==> config.mk <==
export PLATFORM = sky130hd
export DESIGN_NAME = ocm_bus_initiator
export DESIGN_NICKNAME = d
export VERILOG_FILES = /design/src/rtl/ocm_bus_initiator.sv
export SDC_FILE = /design/constraint.sdc
export NUM_CORES = 1
export LEC_CHECK = 0
export CAP_MARGIN = 20
export CORE_MARGIN = 1
export CORE_UTILIZATION = 31
export CTS_BUF_LIST = sky130_fd_sc_hd__clkbuf_4 sky130_fd_sc_hd__clkbuf_8
export CTS_CLUSTER_SIZE = 24
export DETAILED_ROUTE_END_ITERATION = 10
export GPL_ROUTABILITY_DRIVEN = 0
export SYNTH_ARGS = -nofsm -noshare
export SYNTH_HDL_FRONTEND = slang
export SYNTH_SLANG_ARGS = --single-unit
==> constraint.sdc <==
create_clock -name clk21m -period 2.58 [get_ports clk21m]
set_clock_uncertainty 0.05 [all_clocks]
set_input_delay 0.516 -clock clk21m [delete_from_list [all_inputs] [get_ports clk21m]]
set_output_delay 0.516 -clock clk21m [all_outputs]
set_load 0.05 [all_outputs]
==> src/rtl/ocm_bus_initiator.sv <==
// Host-command initiator for the OCM slot bus: FIFO-buffered read/write commands issued one at a time.
// Latency: a command pushed into an empty FIFO raises req one cycle later; ack ends the cycle on the same edge.
// Backpressure: cmd_ready drops while the FIFO is full; the bus side waits on ack (optionally bounded by
// the OCM_INITIATOR_TIMEOUT_EN timeout).
module ocm_bus_initiator #(
  parameter int FIFO_DEPTH_LOG2 = 2,
  parameter int TIMEOUT_CYCLES  = 255
) (
  input  logic        clk21m,
  input  logic        reset,
  input  logic        cmd_valid,
  output logic        cmd_ready,
  input  logic        cmd_wrt,
  input  logic [15:0] cmd_adr,
  input  logic [7:0]  cmd_dat,
  output logic        rsp_valid,
  output logic [7:0]  rsp_dat,
  output logic        rsp_timeout,
  output logic        busy,
  output logic        req,
  output logic        wrt,
  output logic [15:0] adr,
  output logic [7:0]  dbo,
  input  logic        ack,
  input  logic [7:0]  dbi
);

  localparam int DEPTH = 1 << FIFO_DEPTH_LOG2;

  typedef enum logic [1:0] {ST_IDLE, ST_ISSUE, ST_GAP} state_t;

  // Command FIFO: entry is {wrt, adr, dat}; pointers carry an extra wrap bit.
  logic [24:0]              mem_q [DEPTH];
  logic [FIFO_DEPTH_LOG2:0] wptr_q, rptr_q;
  logic                     full, empty, push, pop;
  logic [24:0]              head;

  state_t      state_q, state_d;
  logic        req_q, req_d;
  logic        wrt_q, wrt_d;
  logic [15:0] adr_q, adr_d;
  logic [7:0]  dbo_q, dbo_d;
  logic        rsp_valid_q, rsp_valid_d;
  logic [7:0]  rsp_dat_q, rsp_dat_d;

  assign empty = (wptr_q == rptr_q);
  assign full  = (wptr_q[FIFO_DEPTH_LOG2] != rptr_q[FIFO_DEPTH_LOG2]) &&
                 (wptr_q[FIFO_DEPTH_LOG2-1:0] == rptr_q[FIFO_DEPTH_LOG2-1:0]);
  // A pop in the same cycle does not free a slot for a push while full.
  assign push  = cmd_valid & ~full;
  assign head  = mem_q[rptr_q[FIFO_DEPTH_LOG2-1:0]];

  assign cmd_ready = ~full;
  assign busy      = ~empty | (state_q != ST_IDLE);
  assign req       = req_q;
  assign wrt       = wrt_q;
  assign adr       = adr_q;
  assign dbo       = dbo_q;
  assign rsp_valid = rsp_valid_q;
  assign rsp_dat   = rsp_dat_q;

`ifdef OCM_INITIATOR_TIMEOUT_EN
  localparam logic [7:0] TO_LAST = 8'(TIMEOUT_CYCLES - 1);
  logic [7:0] cnt_q, cnt_d;
  logic       rsp_timeout_q, rsp_timeout_d;
  assign rsp_timeout = rsp_timeout_q;
`else
  logic unused_timeout_cfg;
  assign unused_timeout_cfg = |8'(TIMEOUT_CYCLES);
  assign rsp_timeout = 1'b0;
`endif

  // FIFO storage: contents need no reset, pointers define validity.
  always_ff @(posedge clk21m) begin
    if (push) mem_q[wptr_q[FIFO_DEPTH_LOG2-1:0]] <= {cmd_wrt, cmd_adr, cmd_dat};
  end

  // Next-state and bus-cycle control.
  always_comb begin
    state_d     = state_q;
    pop         = 1'b0;
    req_d       = req_q;
    wrt_d       = wrt_q;
    adr_d       = adr_q;
    dbo_d       = dbo_q;
    rsp_valid_d = 1'b0;
    rsp_dat_d   = rsp_dat_q;
`ifdef OCM_INITIATOR_TIMEOUT_EN
    cnt_d         = cnt_q;
    rsp_timeout_d = 1'b0;
`endif
    case (state_q)
      ST_IDLE, ST_GAP: begin
        if (!empty) begin
          pop                  = 1'b1;
          {wrt_d, adr_d, dbo_d} = head;
          req_d                = 1'b1;
          state_d              = ST_ISSUE;
`ifdef OCM_INITIATOR_TIMEOUT_EN
          cnt_d                = 8'h00;
`endif
        end else begin
          state_d = ST_IDLE;
        end
      end
      ST_ISSUE: begin
        // req must drop on the acknowledging edge; responders may restart on a held req.
        if (ack) begin
          req_d   = 1'b0;
          state_d = ST_GAP;
          if (!wrt_q) begin
            rsp_valid_d = 1'b1;
            rsp_dat_d   = dbi;
          end
        end
`ifdef OCM_INITIATOR_TIMEOUT_EN
        else if (cnt_q == TO_LAST) begin
          req_d         = 1'b0;
          state_d       = ST_GAP;
          rsp_timeout_d = 1'b1;
          if (!wrt_q) begin
            rsp_valid_d = 1'b1;
            rsp_dat_d   = 8'hFF;
          end
        end else begin
          cnt_d = cnt_q + 8'd1;
        end
`endif
      end
      default: state_d = ST_IDLE;
    endcase
  end

  // Control registers; reset drops req immediately without waiting for a clock.
  always_ff @(posedge clk21m or posedge reset) begin
    if (reset) begin
      state_q     <= ST_IDLE;
      wptr_q      <= '0;
      rptr_q      <= '0;
      req_q       <= 1'b0;
      wrt_q       <= 1'b0;
      adr_q       <= 16'h0000;
      dbo_q       <= 8'h00;
      rsp_valid_q <= 1'b0;
      rsp_dat_q   <= 8'h00;
    end else begin
      state_q     <= state_d;
      if (push) wptr_q <= wptr_q + 1'b1;
      if (pop)  rptr_q <= rptr_q + 1'b1;
      req_q       <= req_d;
      wrt_q       <= wrt_d;
      adr_q       <= adr_d;
      dbo_q       <= dbo_d;
      rsp_valid_q <= rsp_valid_d;
      rsp_dat_q   <= rsp_dat_d;
    end
  end

`ifdef OCM_INITIATOR_TIMEOUT_EN
  // Timeout counter and abort pulse.
  always_ff @(posedge clk21m or posedge reset) begin
    if (reset) begin
      cnt_q         <= 8'h00;
      rsp_timeout_q <= 1'b0;
    end else begin
      cnt_q         <= cnt_d;
      rsp_timeout_q <= rsp_timeout_d;
    end
  end
`endif

endmodule

=== After elaboration in Yosys (flattened, before gate mapping) ===
Memory sizes are Yosys's and may differ from the RTL's. A register that Yosys moved wholly into a read port is not among the register bits.
Cells that the tools add are included.

* Multiplexer cells: 13
* Add/subtract/negate cells: 2
* Bitwise operators: 5
* Reductions and logical operators: 8
* Equality and inequality tests: 7

{| class="wikitable"
|+ Operators by type and width
! cell !! count
|-
| 1-bit 2-to-1 mux || 10
|-
| 3-bit by 1-bit adder with 3-bit output, second input constant || 2
|-
| 3-bit AND reduction || 2
|-
| 2-bit inequality test, second input constant || 2
|-
| 2-bit one-hot mux with 2 select lines || 1
|-
| 2-bit nonzero test || 2
|-
| 3-bit equality test || 1
|-
| 1-bit inverter || 3
|-
| 2-bit by 1-bit equality test with 1-bit output, second input constant || 1
|-
| 2-bit equality test || 1
|-
| 2-bit equality test, second input constant || 1
|-
| 2-bit zero test || 1
|-
| 2-bit 2-to-1 mux || 1
|-
| 1-bit one-hot mux with 2 select lines || 1
|-
| 2-bit AND reduction || 1
|-
| 2-bit OR reduction || 1
|-
| 1-bit AND || 1
|-
| 1-bit logical AND || 1
|-
| 1-bit inequality test || 1
|-
| 1-bit bitwise OR || 1
|}

* Memories kept: 1
* Register bits: 18
* Memory bits (writable): 100

{| class="wikitable"
|+ Memories
! memory !! depth !! bits a word !! rd ports !! clocked after memory_dff !! write ports !! line !! RTL
|-
| mem_q || 4 || 25 || 1 || 1 || 1 || 33 || <nowiki>logic [24:0] mem_q [DEPTH];</nowiki>
|}

=== Logic depth before layout (Yosys ltp) ===
* Word-level depth: 6
* Depth in mapped cells: 6

=== Worst setup path before layout ===
OpenSTA, ideal clock, no wires.

* Path kind: flip-flop to flip-flop
* From: register rptr_q[0]
* To: memory mem_q[3][0], enable pin
* Period minus slack after synthesis: 2.685 ns
* Setup slack: -0.105 ns
* Required time: 2.104 ns
* Arrival: 2.209 ns
* Library setup time: 0.426 ns
* Cell stages (with the launch flop): 4
* Path through: dfrtp_1 -> buf_6 -> xnor2_4 -> a31oi_1

* Cells in the longest elaborated chain, start to end: 6

{| class="wikitable"
|+ RTL lines
! what !! line !! RTL
|-
| start, declared || 34 || <nowiki>logic [FIFO_DEPTH_LOG2:0] wptr_q, rptr_q;</nowiki>
|-
| start signal, assigned || 149 || <nowiki>if (pop) rptr_q <= rptr_q + 1'b1;</nowiki>
|-
| 2-bit equality test || 48 || <nowiki>(wptr_q[FIFO_DEPTH_LOG2-1:0] == rptr_q[FIFO_DEPTH_LOG2-1:0]);</nowiki>
|-
| 1-bit logical AND || 47 || <nowiki>assign full = (wptr_q[FIFO_DEPTH_LOG2] != rptr_q[FIFO_DEPTH_LOG2]) &&</nowiki>
|-
| 1-bit inverter || 50 || <nowiki>assign push = cmd_valid & ~full;</nowiki>
|-
| 1-bit AND || 50 ||
|-
| 1-bit 2-to-1 mux || 75 || <nowiki>if (push) mem_q[wptr_q[FIFO_DEPTH_LOG2-1:0]] <= {cmd_wrt, cmd_adr, cmd_dat};</nowiki>
|-
| 1-bit 2-to-1 mux (implied by the code) || 75 ||
|-
| end, declared || 33 ||
|}

Every way passes these cells.

=== Worst setup path after layout ===
* From: register wptr_q[1]
* To: output port busy

* Cells in the longest elaborated chain, start to end: 3

{| class="wikitable"
|+ RTL lines
! what !! line !! RTL
|-
| start, declared || 34 ||
|-
| start signal, assigned || 148 || <nowiki>if (push) wptr_q <= wptr_q + 1'b1;</nowiki>
|-
| 3-bit equality test || 46 || <nowiki>assign empty = (wptr_q == rptr_q);</nowiki>
|-
| 1-bit inverter (no source line) || n/a ||
|-
| 1-bit bitwise OR || 54 || <nowiki>assign busy = ~empty | (state_q != ST_IDLE);</nowiki>
|-
| end, declared || 19 || <nowiki>output logic busy,</nowiki>
|}

Every way passes these cells.

==> results.md <==
- Status: completed
- Post-Synthesis Cells: 249
- Fin nets: 381
- Synth-to-layout area growth: 27.8%
- Post-Synth XOR/XNOR Area: 1.77%
- WP depth: 3
- Ant. Diodes: 0
- Placed Area: 6550 um^2
- Routed WL per cell: 16.7 um
- Post-synthesis register bit count: 143
- Least-Margin Pin Slew: 0.531 ns
- Final core utilization: 40.3%
- Largest net degree at the start of global routing: 44
- Num ports: 75
- Die area: 18100 um^2
- Clk sinks: 143
- Max IR drop VDD: 589 uV
- Pwr per Cell Area: 1350 nW/um^2
- Rows: 48
- CTS root buf: clkbuf_8
- Compound-Gate Fraction of Synth Area: 0.759%
- Initial Utilization: 31.5%
- Initial antenna violation count: 0
- RSZ-0062 raised after global routing: no
- CP Buf/Inv Count: 1
- Chip Height: 134 um
- Clk pin slew, worst setup/hold paths: 0.07 ns
- FMAX: 423 MHz
- Core Footprint: 17200 um^2
- Global-route wire length before repair: 15.4 mm
- Crit-path leading delay family: flip-flops
- Crit path DAT: 1.80 ns
- R2r worst-path depth: 4
- Drt pass-1 iters: 4
- Critical path capture point type: primary output
- Post-synthesis sequential area ratio: 75.0%
- CTS tree: yes
- Adder-cell share of the synthesized area: 1.15%
- Postcts setup bufs: 0
- Die Wd: 134 um
- DR iter-0 viols: 165
- Post-layout min period: 2.36 ns
- Worst hold path type: input port to asynchronous set/reset pin
- Post-Synth Simple-Gate Area: 1.20%
- Period utilisation layout: 91.5%
- Routed Antenna Nets: 0
- Crit Path Class: flop to primary output
- Fill cells: 1505
- Syn Std Cell Area: 5440 um^2
- Slew HR: 64.5%
- Total Wirelength: 9.62 mm
- Synth warn: 0
- Setup violators final: 0
- R2R setup slack: 0.42 ns
- Post-Syn Area per Cell: 21.8 um^2
- Slowest cell delay on critical path: 0.46 ns
- P_leak: 2.45 nW
- Design area: 6950 um^2
- Largest family of logic cells by synthesized area: multiplexers
- Buffers added on ports: 73
- Skew-Pair Late Insertion Delay: 0.43 ns
- Startpoint Class: flop
- Final hold violations: 0
- Worst path slowest cell: dfrtp_1
- DR vias/cell: 4.40
- Crit path cell chain: xnor2_2 > nand4_1 > buf_12
- Vias in the first global route: 2822
- Drt drc: 0
- Layout cells sized above 1: 31.0%
- Post-DP HPWL: 6.18 mm
- Data required, critical path: 2.01 ns
- CTS buffer count: 17
- DR vias: 2540
- Final Max Tran Viols: 0
- GRT Residual Overflow: 0
- Max FO, Critical Path: 6
- Post-CTS Resized: 0
- Clock Tree Buf Depth: 2
- Mux share of post-synthesis cell area: 18.1%
- Gr usage total: 11.8%
- Post-synth cell types: 28
- Syn Nets: 291
- H-tree depth reported by CTS: 4
- Max-Cap Viols: 0
- Setup TNS: 0 ns
- Cts hold-fix bufs: 0
placed cells by master, fill, tap and decap left out, types with 2 or more instances in the layout:
| cell type | count |
|---|---|
| edfxtp_1 | 100 |
| clkdlybuf4s50_1 | 71 |
| dfrtp_1 | 41 |
| mux2_2 | 28 |
| mux4_2 | 25 |
| clkbuf_8 | 18 |
| buf_12 | 8 |
| mux2_4 | 7 |
| inv_1 | 5 |
| ha_1 | 5 |
| xor2_1 | 4 |
| clkinv_1 | 4 |
| and2_2 | 3 |
| bufinv_16 | 3 |
| clkinv_2 | 3 |
| xnor2_1 | 2 |
| a31oi_4 | 2 |
| clkinvlp_4 | 2 |
| buf_4 | 2 |
| dfrtp_2 | 2 |
cell usage after synthesis:
cell      count  area, um^2
a31oi_1       2        12.5
a31oi_2       1        12.5
xor2_1        4        35.0
nand4_1       1        6.26
mux2_4        7         105
xnor2_4       1        27.5
nor2_2        1        6.26
inv_1         6        22.5
nor3b_1       1        7.51
and2_1        3        18.8
ha_1          5        62.6
mux2_2       28         315
nand3b_1      1        7.51
dfrtp_1      43        1080
xnor2_2       1        16.3
nor2_1        1        3.75
conb_1        1        3.75
or2_1         1        6.26
clkbuf_1      2        7.51
nand3_1       1        5.00
buf_6         4        45.0
xnor2_1       2        17.5
a21o_1        1        7.51
mux4_2       25         563
nand2_1       1        3.75
a311oi_1      1        8.76
buf_4         4        30.0
edfxtp_1    100        3000
sequential cells by signal, summed over array words and instances (netlist names):
name / flops
wptr_q: 3
rsp_dat: 8
dbo: 8
rptr_q: 3
wrt: 1
adr: 16
rsp_valid: 1
req: 1
mem_q: 100
state_q: 2
through the flow:
step	worst slack (ns)	instances	power [mW]	hold slack (ns)
3_3_place_gp	0.221	545	7.71	0.415
2_1_floorplan	0.418	249	6.48	0.448
3_5_place_dp	0.159	545	7.78	0.444
6_report	0.218	577	9.41	0.395
4_1_cts	0.170	577	9.58	0.376
5_1_grt	0.0831	577	9.90	0.389
report_power, final:
part,internal [mW],leakage (nW),switching (mW)
sequential,3.22,1.42,0.311
clock,0.976,0.199,0.785
combinational,1.84,0.832,2.28
total,6.04,2.45,3.37
routing by layer:
metal  up-vias  routed length, um  track usage, %
li1       1155                  -               -
met1      1292               4190            15.3
met2        85               4610            18.0
met3         8                728            4.01
met4         0                 84            5.06
met5         -                  0               0
logic make-up after synthesis:
kind of cell,count (synthesis)
AO/OA/AOI/OAI,5
XOR/XNOR,8
buffers and inverters,16
flip-flops,143
adder cells (fa/ha/maj),5
other,1
multiplexers,60
AND/OR/NAND/NOR,11
tightest hold or removal path, stage by stage:
cell             delay [ns]
clkdlybuf4s50_1        0.41
inv_2                  0.07
buf_12                 0.25
layout make-up:
cell class                 count  area, um^2  share of cell area, %
tap                          225         282                   4.05
inverter                       6        22.5                  0.324
clock inverter                13         144                   2.07
multi-input combinational     90        1280                   18.4
clock buffer                  19         255                   3.67
timing repair buffer          81         886                   12.7
sequential                   143        4080                   58.7
final timing paths:
path,from,end
hold reg to reg,rsp_dat[6],rsp_dat[6]
setup / recovery,wptr_q[1],busy
setup reg to reg,wptr_q[1],mem_q[2][18]
min in group clk21m,rsp_dat[6],rsp_dat[6]
max in group asynchronous,reset,rptr_q[0]
hold / removal,reset,rsp_dat[1]
Note: power is estimated with default switching activity, not from simulation.
